==> config.mk <==
export PLATFORM = sky130hd
export DESIGN_NAME = ks_16b
export DESIGN_NICKNAME = d
export VERILOG_FILES = /design/src/rtl/ks_16b.sv
export SDC_FILE = /design/constraint.sdc
export NUM_CORES = 1
export LEC_CHECK = 0
export ABC_CLOCK_PERIOD_IN_PS = 3640
export CAP_MARGIN = 20
export CORE_MARGIN = 1.5
export CORE_UTILIZATION = 45
export CTS_CLUSTER_DIAMETER = 120
export CTS_CLUSTER_SIZE = 24
export DETAILED_ROUTE_END_ITERATION = 8
export PLACE_DENSITY = 0.93
export SETUP_SLACK_MARGIN = 0.2
export SYNTH_ARGS = -nofsm -noshare
export SYNTH_HDL_FRONTEND = slang
export SYNTH_SLANG_ARGS = --single-unit
==> constraint.sdc <==
create_clock -name clk -period 3.64 [get_ports clk]
set_clock_uncertainty 0.05 [all_clocks]
set_input_delay 0.546 -clock clk [delete_from_list [all_inputs] [get_ports clk]]
set_output_delay 0.546 -clock clk [all_outputs]
set_load 0.01 [all_outputs]
==> src/rtl/ks_16b.sv <==
// ks_16b: 16-bit Kogge-Stone adder with a registered 17-bit sum and valid.
// Define KS_16B_PIPE_EN to add a register stage after prefix level 2 (latency 2).
`default_nettype none

module ks_16b (
  input  logic        clk,
  input  logic        rst_n,
  input  logic        in_valid,
  input  logic [15:0] in0,
  input  logic [15:0] in1,
  output logic        out_valid,
  output logic [16:0] out0
);

  function automatic logic [15:0] ks_g(input logic [15:0] g_in, input logic [15:0] p_in,
                                       input int span);
    logic [15:0] g_out;
    g_out = g_in;
    for (int i = 0; i < 16; i++) begin
      if (i >= span) g_out[i] = g_in[i] | (p_in[i] & g_in[i-span]);
    end
    return g_out;
  endfunction

  function automatic logic [15:0] ks_p(input logic [15:0] p_in, input int span);
    logic [15:0] p_out;
    p_out = p_in;
    for (int i = 0; i < 16; i++) begin
      if (i >= span) p_out[i] = p_in[i] & p_in[i-span];
    end
    return p_out;
  endfunction

  logic [15:0] g0, p0, g1, p1, g2, p2;
  logic [15:0] g2_s, p2_s, bit_p_s;
  logic        valid_s;
  logic [15:0] g3, p3, g4;
  logic [16:0] sum;

  assign g0 = in0 & in1;
  assign p0 = in0 ^ in1;
  assign g1 = ks_g(g0, p0, 1);
  assign p1 = ks_p(p0, 1);
  assign g2 = ks_g(g1, p1, 2);
  assign p2 = ks_p(p1, 2);

`ifdef KS_16B_PIPE_EN
  always_ff @(posedge clk) begin
    if (!rst_n) begin
      g2_s    <= '0;
      p2_s    <= '0;
      bit_p_s <= '0;
      valid_s <= 1'b0;
    end else begin
      g2_s    <= g2;
      p2_s    <= p2;
      bit_p_s <= p0;
      valid_s <= in_valid;
    end
  end
`else
  assign g2_s    = g2;
  assign p2_s    = p2;
  assign bit_p_s = p0;
  assign valid_s = in_valid;
`endif

  assign g3 = ks_g(g2_s, p2_s, 4);
  assign p3 = ks_p(p2_s, 4);
  // Level 4 only needs group generate; its propagate would be unused.
  assign g4 = ks_g(g3, p3, 8);

  assign sum = {g4[15], bit_p_s[15:1] ^ g4[14:0], bit_p_s[0]};

  always_ff @(posedge clk) begin
    if (!rst_n) begin
      out0      <= 17'd0;
      out_valid <= 1'b0;
    end else begin
      out0      <= sum;
      out_valid <= valid_s;
    end
  end

endmodule

`default_nettype wire

# Yosys cells after proc, flatten, opt, wreduce, memory -nomap -nowiden
# Index checks and enable logic that the tools add are counted.
# word_totals
word_cells	137
out_inout_bits	18
ff_bits	18
# op_classes
n_bitwise	135
# ops
operator	count
$and 1x1->1	83
$or 1x1->1	49
$and 16x16->16	1
$xor 16x16->16	1
$xor 15x15->15	1

# Depth between registers and ports, before layout
# Gate-level depths: netlist of run 1.
# logic_depth
ltp_word	9
depth_mapped	7
mapped_depth_nobuf	7

# Worst setup path before layout of run 1
# OpenSTA, ideal clock, no wires.
# synth_timing
kind	input -> register
startpoint	input port in0[0]
endpoint	register out0[16]
n_path_buf	0
path_stages	7
path_slack_ns	1.260
arrival_time_ns	2.208
required_time_ns	3.468
path_cell_list	ha_1 > fa_1 > a21o_1 > a311o_1 > nand2_1 > a41oi_1 > a221o_1
# synth_between
elab_chain_cells	9
# synth_rtl
item	line_no	rtl
from (decl)	9	input logic [15:0] in0,
$and 16x16->16	40	assign g0 = in0 & in1;
$and 1x1->1	20	if (i >= span) g_out[i] = g_in[i] | (p_in[i] & g_in[i-span]);
$or 1x1->1	20	
$and 1x1->1	20	
$or 1x1->1	20	
$and 1x1->1	20	
$or 1x1->1	20	
$and 1x1->1	20	
$or 1x1->1	20	
to (signal assigned)	80	out0 <= sum;
to (decl)	12	output logic [16:0] out0
# Every way passes these cells.
# A chain may end at the register's enable or synchronous reset.

# Worst setup path after layout of run 1
# Same ends and word-level chain as after synthesis.

==> reports/results.tsv, run 1 <==
stage	metric	value	unit
global_route	grt_max_degree	15	
min_path	hold_start	in_valid	
sta	tightest_slew	0.5158	ns
sta	maxSlewViolCount	0	
clock_network	cts_root_buf	clkbuf_4	
clock_network	cts_buffers	3	
clock_network	hold_buffers	0	
detailed_routing	wl_met2	1.784	mm
min_path	hp-class	input pin to register	
worst_setup_path	path_class	input pin to register	
detailed_routing	wl_per_cell	15.10	um
synthesis	synthFlopType	dfxtp_1	
detailed_routing	wl_met3	199	um
sta	fin_tns_setup	0	ns
floorplan	die_area	3106	sq um
power	powerDensity	319.8	nW/um^2
worst_setup_path	end_kind	register	
worst_setup_path	path_cells	clkdlybuf4s50_1 > ha_1 > fa_1 > a21o_1 > a311o_1 > nand2_1 > a41oi_1 > a221o_1	
synthesis	synth.area.top_cells	dfxtp_1, ha_1, a21oi_1, nand2_1, nor2_1	
detailed_routing	highest_layer	met4	
worst_setup_path	cp-startpoint	in0[0]	
worst_setup_path	critPathLaunchType	input pin	
detailed_routing	m1WireLength	1.373	mm
clock_network	cts.clk_slew.worst_paths	0.10	ns
sta	rsz0062_at_grt	false	
detailed_routing	drt_iter0_drc	44	
sta	relSlewSlack	65.61	%
worst_setup_path	crit_end	out0[16]	
global_route	grt_pass1_wl	5.733	mm
synthesis	synth.most_common_cell	dfxtp_1	
floorplan	core_area	2545	sq um
synthesis	ys_top_cells_by_count	dfxtp_1, a21oi_1, ha_1	
place	place_congestion	0.8071	
sta	hold_violations	0	
final_layout	final_nets	250	
synthesis	synth_top_area_cell	dfxtp_1	
worst_setup_path	slowest_delay	0.42	ns
synthesis	syn-num-nets	194	
worst_setup_path	crit_family	compound AO/OA/AOI/OAI gates	
job	cap_violations	0	
synthesis	syn_area	1251	sq um
synthesis	yosysWarnings	0	
place	io_buffers	52	
sta	timing.hold.ws	0.7837	ns
global_route	grt_antenna_before_repair	0	
clock_network	cts_max_level	1	
sta	post-route-min-period	2.621	ns
sta	fmax	381.6	MHz
floorplan	ios	53	
synthesis	ys_async_sr_fraction	0	%
detailed_routing	wl	3.412	mm
synthesis	synth-seq-cells	18	
clock_network	postCtsSetupBuffers	0	
place	dp_hpwl	2.791	mm
sta	fin_crit_sh	72.00	%
power	ir_drop	0.1884	mV
worst_setup_path	critPathBufInv	1	
detailed_routing	final_antenna_net_count	0	
final_layout	drive_above_1_share	6.122	%
global_route	grtUsageTotal	23.08	%
worst_setup_path	path_depth	8	
detailed_routing	drt-pass1-iter-count	4	
final_layout	fin_util	71.83	%
global_route	grt_pass1_vias	1316	
clock_network	cts_resized	0	
synthesis	yosysTopAreaCellShare	28.80	%
synthesis	ys_types	41	
worst_setup_path	critPathSlowestCell	fa_1	
synthesis	synth_cells	142	
sta	setup_viol	0	
floorplan	rows	18	
clock_network	clockBufferDepth	2	
floorplan	die_h	55.73	um
floorplan	start_util	49.16	%
worst_setup_path	timing.critical_path.required	3.78	ns
power	leakage	0.0007747	uW
synthesis	synth_edf_count	0	
detailed_routing	vias_per_cell	5.761	
synthesis	syn_avg_cell_area	8.811	sq um
clock_network	cts_tree	yes	
clock_network	cts_sinks	18	
final_layout	antenna_cells	0	
status	status	finished clean	
worst_setup_path	crit_fanout	3	
global_route	overflow	0	
floorplan	die_x	55.73	um
final_layout	syn_to_final_growth	46.10	%
detailed_routing	drc	0	
synthesis	synth-seq-area-share	28.80	%
worst_setup_path	critPathArrivalTime	2.76	ns
detailed_routing	vias	1302	
==> report_power, final <==
part | total (uW) | internal, uW | switching [uW]
sequential | 229 | 221 | 7.66
clock | 101 | 38.5 | 62.0
combinational | 256 | 138 | 118
total | 585 | 397 | 187
==> metrics by stage <==
stage	cell area (sq um)	power [uW]	setup WS (ns)	std cells
floorplan	1251	369.9	1.260	142
global placement	1805	473.7	0.7661	223
detailed placement	1805	486.2	0.7238	223
CTS	1828	584.3	1.034	226
global route	1828	623.1	0.9670	226
finish	1828	584.6	1.019	226
==> final cells by class <==
type                            count  area, sq um
Timing Repair Buffer               52        520.5
Tap cell                           30        37.54
Inverter                            6        22.52
Sequential cell                    18        360.3
Fill cell                         193        716.9
Multi-Input combinational cell    117        864.6
Clock buffer                        3        22.52
==> cells in the final DEF, fill, tap and decap left out, types with 2 or more instances in the layout <==
| master | Yosys | routed |
|---|---|---|
| nor3_1 | 3 | 3 |
| nand2b_1 | 3 | 3 |
| nor3b_1 | 2 | 2 |
| o21ai_0 | 4 | 4 |
| a31o_2 | 4 | 4 |
| clkbuf_4 | 0 | 3 |
| dfxtp_1 | 18 | 18 |
| nand3_1 | 5 | 5 |
| a21oi_1 | 16 | 16 |
| inv_1 | 5 | 5 |
| nor2_1 | 11 | 11 |
| nand2_1 | 12 | 12 |
| clkdlybuf4s50_1 | 0 | 52 |
| ha_1 | 16 | 16 |
| xnor2_1 | 3 | 3 |
| xor2_1 | 3 | 3 |
| and2_1 | 6 | 6 |
| a21o_1 | 4 | 4 |
| mux2i_1 | 3 | 3 |
==> per-layer routing <==
| metal | vias up | track usage (%) |
|---|---|---|
| met4 | 0 | 9.408 |
| met3 | 6 | 2.326 |
| met5 | - | 0 |
| met1 | 604 | 24.54 |
| li1 | 633 | - |
| met2 | 59 | 45.41 |
==> logic make-up after synthesis <==
| family | Yosys count | share of synthesized area, % |
|---|---|---|
| flip-flops | 18 | 28.80 |
| multiplexers | 3 | 2.400 |
| XOR/XNOR | 6 | 4.201 |
| AO/OA/AOI/OAI | 45 | 26.20 |
| adder cells (fa/ha/maj) | 17 | 17.60 |
| buffers and inverters | 7 | 2.100 |
| AND/OR/NAND/NOR | 46 | 18.70 |
==> flip-flops by register name (all words and copies together), names as in the netlist <==
register / cells
out0: 17
out_valid: 1
==> how the worst min path moves through the flow <==
| stage | to | slack (ns) | cells past startpoint |
|---|---|---|---|
| floorplan | out_valid | 0.62 | 1 |
| global placement | out_valid | 1.08 | 2 |
| detailed placement | out_valid | 1.10 | 2 |
| CTS | out_valid | 0.79 | 2 |
| global route | out_valid | 0.78 | 2 |
| finish | out_valid | 0.78 | 2 |
Note: power is estimated with default switching activity, not from simulation.
==> run 2, diff against run 1 <==
Settings changed: ABC_CLOCK_PERIOD_IN_PS 3640 to 2700, CORE_UTILIZATION 45 to 42, PLACE_DENSITY 0.93 to 0.88.
Clock period 3.64 ns to 2.7 ns, I/O delays scaled along.
==> run 2 against run 1 <==
  * First-iteration DRC count decreased by 43%
  * Sequential share of layout area decreased by 0.70 points
  * Total power increased by 41%
  * Largest power group unchanged
  * Clock power increased by 67%
  * Largest cell class unchanged
  * Count of clock-buffer cells in the layout increased by 1
==> reports/results.tsv, run 2 (synthesis results as in run 1) <==
stage	metric	value	unit	change
power	powerDensity	436.3	nW/um^2	was 319.8 nW/um^2
place	dp_cells	231		was 223
global_route	grt_use_met1	21.34	%	was 24.54%
final_layout	drive_above_1_share	9.804	%	was 6.122%
final_layout	syn_to_final_growth	51.50	%	was 46.10%
detailed_routing	final_antenna_net_count	0		unchanged
final_layout	final_cells	235		was 226
sta	rsz0062_at_grt	false		unchanged
final_layout	top_regs	out0 x17, out_valid x1		unchanged
sta	setup_viol	0		unchanged
sta	hold_violations	0		unchanged
detailed_routing	drt-pass1-iter-count	4		unchanged
final_layout	stdcell_area	1896	sq um	was 1828 sq um
clock_network	hold_buffers	0		unchanged
place	placed_area	1859	sq um	was 1805 sq um
sta	fin_crit_sh	88.39	%	
floorplan	die_x	57.58	um	was 55.73 um
worst_setup_path	crit_fanout	3		unchanged
sta	fin_tns_setup	0	ns	unchanged
job	cap_violations	0		unchanged
detailed_routing	wl	3.113	mm	was 3.412 mm
clock_network	postCtsSetupBuffers	0		unchanged
power	intPower	576.3	uW	was 397.3 uW
worst_setup_path	critPathLaunchType	input pin		unchanged
floorplan	rows	19		was 18
power	p_sw_share	30.32	%	was 32.04%
floorplan	die_area	3315	sq um	was 3106 sq um
final_layout	n_fill_cell	229		was 193
clock_network	cts.clk_slew.worst_paths	0.11	ns	was 0.10 ns
place	place_congestion	0.8151		was 0.8071
final_layout	antenna_cells	0		unchanged
global_route	busiest_layer	met2		unchanged
clock_network	cts_root_buf	clkbuf_4		unchanged
clock_network	cts_buffers	3		unchanged
clock_network	cts_sinks	18		unchanged
sta	maxSlewViolCount	0		unchanged
floorplan	start_util	44.98	%	was 49.16%
sta	fmax	419.0	MHz	
worst_setup_path	crit_family	compound AO/OA/AOI/OAI gates		unchanged
sta	tightest_slew	0.3572	ns	was 0.5158 ns
global_route	grt_pass1_wl	5.126	mm	was 5.733 mm
global_route	grt_antenna_before_repair	0		unchanged
place	dp_hpwl	2.643	mm	was 2.791 mm
final_layout	largest_reg_flops	17		unchanged
clock_network	cts_tree	yes		unchanged
final_layout	fin_util	68.15	%	was 71.83%
final_layout	final_nets	257		was 250
sta	relSlewSlack	76.04	%	was 65.61%
worst_setup_path	critPathSlowestCell	clkdlybuf4s50_1		was fa_1
min_path	min_path_cells	2		unchanged
global_route	use_met3	2.268	%	was 2.326%
global_route	grt_pass1_vias	1268		was 1316
detailed_routing	wl_per_cell	13.25	um	was 15.10 um
global_route	globalRouteMet2Util	37.99	%	was 45.41%
detailed_routing	drc	0		unchanged
worst_setup_path	end_kind	register		unchanged
detailed_routing	drt_iter0_drc	25		was 44
final_layout	regMostFlops	out0		unchanged
min_path	hold_end	out_valid		unchanged
floorplan	die_h	57.58	um	was 55.73 um
clock_network	clockBufferDepth	2		unchanged
clock_network	cts_max_level	1		unchanged
worst_setup_path	path_class	input pin to register		unchanged
worst_setup_path	critPathBufInv	1		unchanged
global_route	grtUsageTotal	19.69	%	was 23.08%
sta	setup_ws	0.3135	ns	was 1.019 ns
detailed_routing	vias	1275		was 1302
worst_setup_path	critPathArrivalTime	2.53	ns	was 2.76 ns
min_path	hold_start	in_valid		unchanged
power	pwr-share-comb	42.5	%	was 43.7%
final_layout	mostFrequentLayoutCells	clkdlybuf4s50_1, dfxtp_1, a21oi_1, ha_1, nand2_1		unchanged
clock_network	cts_resized	0		unchanged
worst_setup_path	timing.critical_path.required	2.84	ns	was 3.78 ns
status	status	finished clean		unchanged
final_layout	layout_commonest_cell	clkdlybuf4s50_1		unchanged
worst_setup_path	slowest_delay	0.40	ns	was 0.42 ns
global_route	overflow	0		unchanged
sta	post-route-min-period	2.387	ns	
global_route	grt_max_degree	15		unchanged
place	io_buffers	52		unchanged
detailed_routing	vias_per_cell	5.426		was 5.761
power	power.share.clock	20.5	%	was 17.2%
power	power_switching	250.7	uW	was 187.3 uW
floorplan	core_area	2781	sq um	was 2545 sq um
power	ir_drop	0.4119	mV	was 0.1884 mV
power	leakage	0.0008156	uW	was 0.0007747 uW
worst_setup_path	path_cells	clkdlybuf4s50_1 > ha_1 > fa_1 > a21o_1 > a311o_1 > nand2_1 > a41oi_1 > a221o_1		unchanged
floorplan	ios	53		unchanged
place	dp_slack	0.0005114	ns	was 0.7238 ns
min_path	hp-class	input pin to register		unchanged
power	p_seq_share	37.0	%	was 39.1%
[run 2: through the flow]
| step | power [uW] | hold WS (ns) |
|---|---|---|
| detailed placement | 663.5 | 0.9686 |
| floorplan | 498.7 | 0.4823 |
| CTS | 834.1 | 0.6478 |
| finish | 827.0 | 0.6595 |
| global route | 878.7 | 0.6500 |
| global placement | 656.1 | 0.9476 |
[run 2: power by group through the flow]
stage          Combinational (uW)  Clock, uW  Sequential, uW
6_report                      352        169             306
5_1_grt                       384        185             309
4_1_cts                       352        175             307
3_5_place_dp                  351          0             313
3_3_place_gp                  344          0             312
2_1_floorplan                 170          0             329
[run 2: area by class of cell]
type,count,area [sq um],share of cell area [%]
sequential,18,360.3,19.01
inverter,6,22.52,1.188
clock buffer,4,36.28,1.914
timing repair buffer,59,573.1,30.23
multi-input combinational,117,864.6,45.61
tap,31,38.79,2.046
[run 2: worst max-delay path by stage]
stage | to | cells past startpoint | from
floorplan | out0[16] | 7 | in0[0]
global placement | out0[16] | 8 | in0[0]
detailed placement | out0[16] | 8 | in0[0]
CTS | out0[16] | 8 | in0[0]
global route | out0[16] | 8 | in0[0]
finish | out0[16] | 8 | in0[0]
[run 2: routing by layer]
layer | vias up | share of wire (%)
met5 | - | 0
met1 | 580 | 41
met2 | 35 | 54
met4 | 0 | 2.1
li1 | 654 | -
met3 | 6 | 3.2
==> run 3, diff against run 2 <==
Settings changed: ABC_AREA set to 1, CORE_UTILIZATION 42 to 44, PLACE_DENSITY 0.88 to 0.89.
==> run 3 against run 2 <==
  * Non-clock buffer count decreased by 7
  * Sequential power about the same
  * Hold slack got worse by 0.077 ns
  * Global-route usage decreased by 0.16 points
  * Fmax increased by 22%
  * Synthesized area increased by 11%
  * Final cell count increased by 37%
  * Via count increased by 17%
  * Count of clock-buffer cells in the layout decreased by 1
  * Sequential share of layout area decreased by 0.75 points
==> reports/results.tsv, run 3 <==
stage	metric	value	unit	change
power	leakage	0.001041	uW	was 0.0008156 uW
final_layout	regMostFlops	out0		unchanged
worst_setup_path	path_class	input pin to register		unchanged
power	powerDensity	389.9	nW/um^2	was 436.3 nW/um^2
place	place_congestion	0.8037		was 0.8151
global_route	grtUsageTotal	19.53	%	was 19.69%
final_layout	n_fill_cell	271		was 229
worst_setup_path	crit_fanout	4		was 3
synthesis	ys_async_sr_fraction	0	%	unchanged
final_layout	top_regs	out0 x17, out_valid x1		unchanged
sta	fmax	511.8	MHz	was 419.0 MHz
worst_setup_path	timing.critical_path.required	2.90	ns	was 2.84 ns
synthesis	ys_top_cells_by_count	nand2_1, inv_1, nor2_1		was dfxtp_1, a21oi_1, ha_1
place	dp_cells	318		was 231
final_layout	mostFrequentLayoutCells	nand2_1, clkdlybuf4s50_1, inv_1, nor2_1, dfxtp_1		was clkdlybuf4s50_1, dfxtp_1, a21oi_1, ha_1, nand2_1
detailed_routing	wl_per_cell	9.629	um	was 13.25 um
detailed_routing	drt_iter0_drc	38		was 25
clock_network	clockBufferDepth	2		unchanged
global_route	grt_max_degree	19		was 15
sta	fin_tns_setup	0	ns	unchanged
sta	tightest_slew	0.6688	ns	was 0.3572 ns
synthesis	yosysTopAreaCellShare	25.99	%	was 28.80%
synthesis	synth-seq-cells	18		unchanged
detailed_routing	vias_per_cell	4.639		was 5.426
synthesis	synth-seq-area-share	25.99	%	was 28.80%
clock_network	cts.clk_slew.worst_paths	0.11	ns	about the same
final_layout	largest_reg_flops	17		unchanged
status	status	finished clean		unchanged
place	io_buffers	52		unchanged
clock_network	cts_sinks	18		unchanged
worst_setup_path	end_kind	register		unchanged
min_path	hp-class	input pin to register		unchanged
global_route	grt_antenna_before_repair	0		unchanged
synthesis	syn_area	1386	sq um	was 1251 sq um
final_layout	drive_above_1_share	4.332	%	was 9.804%
synthesis	synth_cells	224		was 142
detailed_routing	drc	0		unchanged
floorplan	die_x	59.13	um	was 57.58 um
clock_network	cts_buffers	3		unchanged
clock_network	hold_buffers	0		unchanged
sta	maxSlewViolCount	0		unchanged
final_layout	register_area	360.3	sq um	unchanged
final_layout	final_nets	331		was 257
place	dp_hpwl	2.535	mm	was 2.643 mm
final_layout	stdcell_area	1973	sq um	was 1896 sq um
floorplan	die_h	59.13	um	was 57.58 um
synthesis	ys_types	19		was 41
clock_network	cts_resized	0		unchanged
floorplan	rows	20		was 19
sta	fin_crit_sh	72.37	%	was 88.39%
floorplan	core_area	3028	sq um	was 2781 sq um
final_layout	multiInputGateArea	864.6	sq um	unchanged
floorplan	ios	53		unchanged
synthesis	synth.most_common_cell	nand2_1		was dfxtp_1
synthesis	synth_top_area_cell	dfxtp_1		unchanged
final_layout	layout_commonest_cell	nand2_1		was clkdlybuf4s50_1
worst_setup_path	critPathArrivalTime	2.15	ns	was 2.53 ns
synthesis	synth.area.top_cells	dfxtp_1, nand2_1, ha_1, inv_1, nor2_1		was dfxtp_1, ha_1, a21oi_1, nand2_1, nor2_1
floorplan	die_area	3496	sq um	was 3315 sq um
worst_setup_path	critPathLaunchType	input pin		unchanged
synthesis	syn-num-nets	276		was 194
sta	hold_violations	0		unchanged
floorplan	start_util	45.79	%	was 44.98%
place	placed_area	1951	sq um	was 1859 sq um
global_route	grt_pass1_vias	1364		was 1268
clock_network	cts_max_level	1		unchanged
detailed_routing	drt-pass1-iter-count	4		unchanged
final_layout	antenna_cells	0		unchanged
sta	rsz0062_at_grt	false		unchanged
sta	post-route-min-period	1.954	ns	was 2.387 ns
final_layout	final_cells	321		was 235
clock_network	cts_root_buf	clkbuf_4		unchanged
detailed_routing	final_antenna_net_count	0		unchanged
detailed_routing	wl	3.091	mm	was 3.113 mm
clock_network	cts_tree	yes		unchanged
sta	setup_viol	0		unchanged
synthesis	yosysWarnings	0		unchanged
global_route	grt_pass1_wl	5.368	mm	was 5.126 mm
synthesis	synthFlopType	dfxtp_1		unchanged
global_route	overflow	0		unchanged
detailed_routing	vias	1489		was 1275
job	cap_violations	0		unchanged
sta	relSlewSlack	55.27	%	was 76.04%
clock_network	postCtsSetupBuffers	0		unchanged
final_layout	syn_to_final_growth	42.33	%	was 51.50%
power	ir_drop	0.2820	mV	was 0.4119 mV
synthesis	syn_avg_cell_area	6.189	sq um	was 8.811 sq um
synthesis	synth_edf_count	0		unchanged
==> run 3: stage by stage <==
stage	util, %	total power (uW)	hold WS (ns)	worst slack (ns)
3_3_place_gp	64.42	630.4	0.8870	0.5007
6_report	65.17	769.2	0.5823	0.7461
5_1_grt	65.17	830.7	0.6185	0.5877
2_1_floorplan	-	493.8	0.4526	1.001
3_5_place_dp	64.42	635.9	0.8933	0.4462
4_1_cts	65.17	773.8	0.5778	0.7560
==> run 3: path summary, 6_finish.rpt <==
path	startpoint	endpoint	slack, ns	cells after the start
setup / recovery	in0[0]	out0[10]	0.75	12
hold / removal	in_valid	out_valid	0.58	3
==> run 3: cells by family (layout without fill, tap and decap cells) <==
| logic type | count (synthesis) | count (layout) | synth area share (%) |
|---|---|---|---|
| AND/OR/NAND/NOR | 124 | 124 | 37.46 |
| buffers and inverters | 42 | 95 | 11.64 |
| AO/OA/AOI/OAI | 23 | 23 | 9.025 |
| flip-flops | 18 | 18 | 25.99 |
| adder cells (fa/ha/maj) | 17 | 17 | 15.88 |
==> run 3: layout make-up <==
cell class,count,share of cell area [%]
clock buffers,3,1.141
inverters,40,7.609
multi-input cells,164,43.82
flip-flops and latches,18,18.26
well taps,44,2.790
repair buffers,52,26.38
==> run 3: critical path, cell delays in order <==
cell	delay, ns
clkdlybuf4s50_1	0.40
ha_1	0.22
fa_1	0.38
nand2_1	0.13
nand2_1	0.07
nand3b_1	0.08
nand2_1	0.10
nand2_1	0.08
nand2_1	0.06
nand2_1	0.06
nand2_1	0.05
nor2_1	0.10
==> run 3: metal layers <==
metal | track usage, % | vias up | routed length (um)
li1 | - | 796 | -
met1 | 24.76 | 647 | 1411
met2 | 33.97 | 44 | 1458
met3 | 3.712 | 2 | 191
met4 | 4.870 | 0 | 29
met5 | 0 | - | 0
==> run 3: power breakdown <==
| part | switching, uW | leakage (uW) | internal [uW] |
|---|---|---|---|
| clock | 86.2 | 0.0000138 | 51.9 |
| combinational | 166 | 0.000876 | 163 |
| sequential | 8.00 | 0.000150 | 295 |
| total | 260 | 0.00104 | 509 |
